**config.mk**
```make
export PLATFORM = sky130hd
export DESIGN_NAME = stim_sig_harness
export DESIGN_NICKNAME = d
export VERILOG_FILES = /design/src/rtl/stim_sig_pkg.sv /design/src/rtl/sig_misr.sv /design/src/rtl/stim_sig_harness.sv
export SDC_FILE = /design/constraint.sdc
export NUM_CORES = 1
export LEC_CHECK = 0
export ABC_AREA = 1
export CORE_ASPECT_RATIO = 0.75
export CORE_MARGIN = 8
export CORE_UTILIZATION = 25
export DETAILED_ROUTE_END_ITERATION = 8
export DONT_BUFFER_PORTS = 1
export GPL_ROUTABILITY_DRIVEN = 0
export GPL_TIMING_DRIVEN = 1
export PLACE_DENSITY = 0.47
export SLEW_MARGIN = 10
export SYNTH_ARGS = -nofsm -noshare
export SYNTH_HDL_FRONTEND = slang
export SYNTH_HIERARCHICAL = 1
export SYNTH_SLANG_ARGS = --single-unit
```
**constraint.sdc**
```tcl
create_clock -name clkin_data -period 3.85 [get_ports clkin_data]
set_input_delay 0.1925 -clock clkin_data [delete_from_list [all_inputs] [get_ports clkin_data]]
set_output_delay 0.1925 -clock clkin_data [all_outputs]
set_load 0.01 [all_outputs]
```
**src/rtl/stim_sig_pkg.sv**
```systemverilog
// Shared definitions for the stimulus/signature harness: the LFSR polynomial,
// the Galois step used by both generator and MISR, the 96-bit slice fold and the FSM states.
package stim_sig_pkg;

    localparam logic [31:0] LFSR_POLY = 32'h80200003;

    typedef enum logic [1:0] {
        IDLE,
        RUN,
        DRAIN,
        DONE
    } fsm_e;

    // Right-shifting Galois step for x^32+x^22+x^2+x+1
    function automatic logic [31:0] lfsr_step(input logic [31:0] s);
        return (s >> 1) ^ (s[0] ? LFSR_POLY : 32'h0);
    endfunction

    function automatic logic [31:0] fold96(input logic [95:0] v);
        return v[95:64] ^ v[63:32] ^ v[31:0];
    endfunction

endpackage

```
**src/rtl/sig_misr.sv**
```systemverilog
// Multiple-input signature register: clears on request, otherwise folds data_i
// into a Galois-stepped 32-bit state on every enabled cycle.
module sig_misr
    import stim_sig_pkg::*;
#(
    parameter int SIG_W = 32
) (
    input  logic             clk_i,
    input  logic             rst_i,
    input  logic             clear_i,
    input  logic             enable_i,
    input  logic [SIG_W-1:0] data_i,
    output logic [SIG_W-1:0] sig_o
);

    logic [SIG_W-1:0] sig_q;

    always_ff @(posedge clk_i or posedge rst_i) begin
        if (rst_i) begin
            sig_q <= '0;
        end else if (clear_i) begin
            sig_q <= '0;
        end else if (enable_i) begin
            sig_q <= lfsr_step(sig_q) ^ data_i;
        end
    end

    assign sig_o = sig_q;

endmodule

```
**src/rtl/stim_sig_harness.sv**
```systemverilog
// LFSR stimulus generator, response MISR and run-control FSM around a fuzz DUT.
// Optional macro STIM_HOLD_EN adds a 'hold' input that freezes a run in progress.
module stim_sig_harness
    import stim_sig_pkg::*;
#(
    parameter int DATA_W = 96,
    parameter int SIG_W  = 32,
    parameter int CNT_W  = 16,
    parameter int LAT    = 0
) (
    input  logic              clkin_data,
    input  logic              rstin_data,
    input  logic              start,
    input  logic [31:0]       seed,
    input  logic [CNT_W-1:0]  num_vectors,
`ifdef STIM_HOLD_EN
    input  logic              hold,
`endif
    input  logic [DATA_W-1:0] dut_out_data,
    output logic [DATA_W-1:0] dut_in_data,
    output logic              busy,
    output logic              done,
    output logic [SIG_W-1:0]  signature,
    output logic [CNT_W-1:0]  vec_count
);

    localparam int PW  = 96;
    localparam int DRW = $clog2(LAT + 1) + 1;
    localparam logic [DRW-1:0] LAT_C = DRW'(LAT);

    fsm_e              state_q;
    logic [31:0]       lfsr_q;
    logic [DATA_W-1:0] din_q;
    logic [CNT_W-1:0]  cnt_q;
    logic [CNT_W-1:0]  num_q;
    logic [DRW-1:0]    drain_q;
    logic              busy_q;
    logic              done_q;
    logic [LAT:0]      vld_q;

    logic [PW-1:0]     pat;
    logic [DATA_W-1:0] vec_d;
    logic [SIG_W-1:0]  fold_d;
    logic [31:0]       seed_fix;
    logic [CNT_W-1:0]  cnt_inc;
    logic              hold_run;
    logic              run_adv;
    logic              accept;
    logic              capture;

`ifdef STIM_HOLD_EN
    assign hold_run = (state_q == RUN) && hold;
`else
    assign hold_run = 1'b0;
`endif

    assign seed_fix = (seed == 32'h0) ? 32'h1 : seed;
    assign cnt_inc  = cnt_q + CNT_W'(1);
    assign accept   = start && ((state_q == IDLE) || (state_q == DONE));
    assign run_adv  = (state_q == RUN) && !hold_run;
    assign capture  = vld_q[LAT] && !hold_run;

    // Wider vectors repeat the 96-bit pattern upward from the LSB
    always_comb begin
        pat = {lfsr_q, ~lfsr_q, lfsr_q ^ {lfsr_q[15:0], lfsr_q[31:16]}};
        vec_d = '0;
        for (int i = 0; i < DATA_W; i++) begin
            vec_d[i] = pat[i % PW];
        end
    end

    always_comb begin
        fold_d = '0;
        for (int i = 0; i < DATA_W / 32; i++) begin
            fold_d = fold_d ^ dut_out_data[i*32 +: 32];
        end
    end

    always_ff @(posedge clkin_data or posedge rstin_data) begin
        if (rstin_data) begin
            state_q <= IDLE;
            lfsr_q  <= 32'h1;
            din_q   <= '0;
            cnt_q   <= '0;
            num_q   <= '0;
            drain_q <= '0;
            busy_q  <= 1'b0;
            done_q  <= 1'b0;
        end else begin
            case (state_q)
                IDLE, DONE: begin
                    if (start) begin
                        lfsr_q  <= seed_fix;
                        num_q   <= num_vectors;
                        cnt_q   <= '0;
                        drain_q <= '0;
                        busy_q  <= 1'b1;
                        done_q  <= 1'b0;
                        state_q <= (num_vectors == '0) ? DRAIN : RUN;
                    end
                end
                RUN: begin
                    if (!hold_run) begin
                        din_q  <= vec_d;
                        lfsr_q <= lfsr_step(lfsr_q);
                        cnt_q  <= cnt_inc;
                        if (cnt_inc == num_q) begin
                            state_q <= DRAIN;
                        end
                    end
                end
                DRAIN: begin
                    if (drain_q == LAT_C) begin
                        state_q <= DONE;
                        busy_q  <= 1'b0;
                        done_q  <= 1'b1;
                    end else begin
                        drain_q <= drain_q + DRW'(1);
                    end
                end
                default: state_q <= IDLE;
            endcase
        end
    end

    // Tracks which edges carry a response due for compaction, LAT+1 edges after registering
    always_ff @(posedge clkin_data or posedge rstin_data) begin
        if (rstin_data) begin
            vld_q <= '0;
        end else if (!hold_run) begin
            vld_q[0] <= run_adv;
            for (int i = 1; i <= LAT; i++) begin
                vld_q[i] <= vld_q[i-1];
            end
        end
    end

    sig_misr #(
        .SIG_W(SIG_W)
    ) u_misr (
        .clk_i   (clkin_data),
        .rst_i   (rstin_data),
        .clear_i (accept),
        .enable_i(capture),
        .data_i  (fold_d),
        .sig_o   (signature)
    );

    assign dut_in_data = din_q;
    assign busy        = busy_q;
    assign done        = done_q;
    assign vec_count   = cnt_q;

endmodule

```
==> metrics.yaml <==
run_status:
  status: "complete, no violations"
cells_and_area:
  stdcell_count: 1500
  nFillCells: 3687
  drive_above_1_share_pct: 7.39
  nNetsFinal: 1179
  area_growth_pct: 15.9
yosys:
  synth_top_family_by_area: "simple AND/OR/NAND/NOR gates"
  synthCells: 1016
  synth_cell_types: 41
  yosys.area_share.simple_pct: 19.6
  muxShareOfSynthArea_pct: 0
  synth_fa_ha_area_share_pct: 0.423
  synth_area_sq_um: 8880
  synth_compound_area_share_pct: 11.8
  async_reset_ff_share_pct: 100
  synth_nets: 1166
  synth_edf_count: 0
  avgSynthCellArea_sq_um: 8.74
  synth_ff_type: "dfrtp_1"
  seq_area_frac_synth_pct: 51.0
  synth_warnings: 6
  synth_xor_area_share_pct: 9.66
  ys_ff_latch: 181
timing:
  totalNegativeSetupSlack_ns: 0
  slew_headroom_pct: 27.9
  worst_pin_slew_ns: 1.08
  fmax_mhz: 356
  hold_violations: 0
  setup_viol: 0
  finClkSkew_ns: 0.0121
  drv_slew: 0
  hold_slack_ns: 0.0212
  min_period_ns: 2.81
  rsz0062_at_grt: "no"
  period_share_pct: 73.0
floorplan:
  ios: 293
  dieHeight_microns: 179
  die_x_microns: 234
  coreArea_sq_um: 34800
  die_area_sq_um: 41900
  start_util_pct: 25.5
  row_count: 59
clocking:
  clock_path_buffers: 2
  cts.sinks: 181
  cts_max_level: 4
  clkLatencyLatePin_ns: 0.45
  cts_root_buf: "clkbuf_16"
  cts_tree: "built"
  cts_made_buffers: 17
  clkSlewWorstSetupHoldPaths_ns: 0.08
  postCtsSetupRepairBufs: 0
  cts_resized: 0
critical_path:
  cp_cell_sequence: "inv_1 > ha_4 > inv_2 > o21ai_4 > inv_1 > a211oi_1 > a21oi_1"
  worstPathMaxFanout: 43
  crit_path_start: "state_q[1]"
  crit_path_end_kind: "register"
  r2r-start: "state_q[1]"
  critPathRequiredTime_ns: 4.17
  ff2ff_path_depth: 7
  cpPeakStageDelay_ns: 0.84
  worstPathBufferInverterCount: 3
  slowest_stage: "o21ai_4"
  arrival_ns: 3.13
  rr_endpoint: "lfsr_q[9]"
  critical-path-top-delay-family: "compound AO/OA/AOI/OAI gates"
  startpoint_type: "register"
  crit_type: "reg2reg"
  path_common_cell: "inv_1"
  regToRegSetupSlack_ns: 1.04
drt:
  drt_iter0_markers: 501
  ant_nets: 0
  drc: 0
  wirelength_microns: 28400
  wl_per_cell_microns: 18.9
  via_per_inst: 4.58
  via_count: 6864
  dr.pass1.iters: 5
place:
  dp_cells: 1428
  port_buffers: 0
  dp_hpwl_microns: 20700
grt:
  grt_pass1_vias: 6950
  grt_max_degree: 93
  grt_overflow: 0
  antenna_found_initial: 1
  grt_usage_pct: 13.5
  grt_pass1_wl_microns: 43100
power_and_ir_drop:
  power_density_nw_per_um2: 843
  ir_drop_mv: 0.370
  power_mw: 8.69
  leakage_nw: 4.52
worst_hold_path:
  whs_path_depth: 4
  worstHoldStart: "seed[8]"
  hp-class: "in2reg"
  min_to: "lfsr_q[8]"
run:
  drv_cap: 0
## how the worst max path moves through the flow
| stage | slack, ns | cells past startpoint | endpoint |
|---|---|---|---|
| floorplan | 1.78 | 1 | busy |
| global placement | 0.97 | 7 | lfsr_q[9] |
| detailed placement | 0.97 | 7 | lfsr_q[9] |
| CTS | 0.96 | 7 | lfsr_q[9] |
| global route | 0.71 | 7 | lfsr_q[1] |
| finish | 1.04 | 7 | lfsr_q[9] |
## placed cells by master, fill, tap and decap left out, types with 3 or more instances in the layout
master         count
nand2_1          288
dfrtp_1          180
xnor2_1           96
inv_1             94
o21ai_0           69
nor2_1            41
nand3_1           39
dlygate4sd3_1     39
o21a_1            28
clkbuf_16         17
nand4_1           14
a31oi_1           14
o22ai_1           13
o211ai_1          12
nand3b_1          10
a21oi_1            9
o21ai_2            9
nand2_2            7
buf_4              7
nor2_2             5
clkinv_8           5
inv_2              4
o21ai_1            3
nor4_1             3
inv_6              3
inv_12             3
## metrics by stage
step	utilization, %	cell area (sq um)	setup slack, ns
final	29.6	10300	1.04
after global routing	29.6	10300	0.708
after CTS	29.5	10300	0.963
after detailed placement	26.6	9260	0.969
after global placement	26.6	9260	0.973
after floorplan	-	8890	1.78
## metal layers
metal	part of all wire (%)	global-route usage (%)	routed length [microns]	up-vias
met5	0	0	0	-
met4	1.6	4.03	456	0
met3	8.7	4.81	2470	22
li1	-	-	-	3288
met1	44	17.4	12500	3310
met2	46	21.1	13000	244
## layout make-up
cell class                 count  area [sq um]  share of cell area, %
antenna                        1          2.50                 0.0243
clock buffer                  17           425                   4.13
clock inverter                15           216                   2.10
inverter                      99           375                   3.64
multi-input combinational    683          3710                   36.1
sequential                   181          4530                   44.0
tap                          457           572                   5.55
timing repair buffer          47           463                   4.50
## report_power, final
group / internal, mW / switching, mW / total [mW] / leakage, nW
clock network: 0.961 / 0.945 / 1.91 / 0.306
logic: 1.08 / 1.82 / 2.90 / 2.00
registers: 2.75 / 1.13 / 3.88 / 2.22
total: 4.79 / 3.90 / 8.69 / 4.52
## logic make-up (layout without fill, tap and decap cells)
family          after synthesis  after routing
simple gates                414            414
flops                       181            181
compound gates              168            168
buf+inv                     152            178
xor+xnor                     98             98
fa+ha+maj                     3              3
other cells                   0              1
## synthesized netlist by cell type (all sizes together) (3+ instances only)
master | n | area [sq um]
nand2 | 295 | 1120
clkbuf | 18 | 67.6
buf | 35 | 225
nor2 | 48 | 205
nand3b | 10 | 75.1
nand3 | 41 | 215
o21a | 28 | 210
xnor2 | 96 | 841
a21oi | 9 | 45.0
nor4 | 3 | 18.8
ha | 3 | 37.5
o211ai | 12 | 90.1
o21ai | 82 | 444
nand4 | 14 | 87.6
a31oi | 14 | 87.6
dfrtp | 180 | 4500
o22ai | 15 | 106
inv | 99 | 372
## worst register-to-register path: cells and delay by family (launching register included)
kind / cells / cell delay [ns]
AO/OA/AOI/OAI: 3 / 1.18
adder cells (fa/ha/maj): 1 / 0.43
buffers and inverters: 3 / 0.66
flip-flops: 1 / 0.40
## timing repair
| action | CTS | global route |
|---|---|---|
| endpoints found under the setup margin | 0 | 0 |
| hold buffers | 39 | 0 |
| hold endpoints to repair | 202 | 0 |
## registers in the layout, indices dropped and copies added, names as in the netlist
register,cells
capture,1
dut_in_data,80
vec_count,16
lfsr_q,32
num_q,16
done,1
state_q,2
u_misr/sig_o,32
busy,1
No activity file was read; power rests on OpenSTA's default activity.
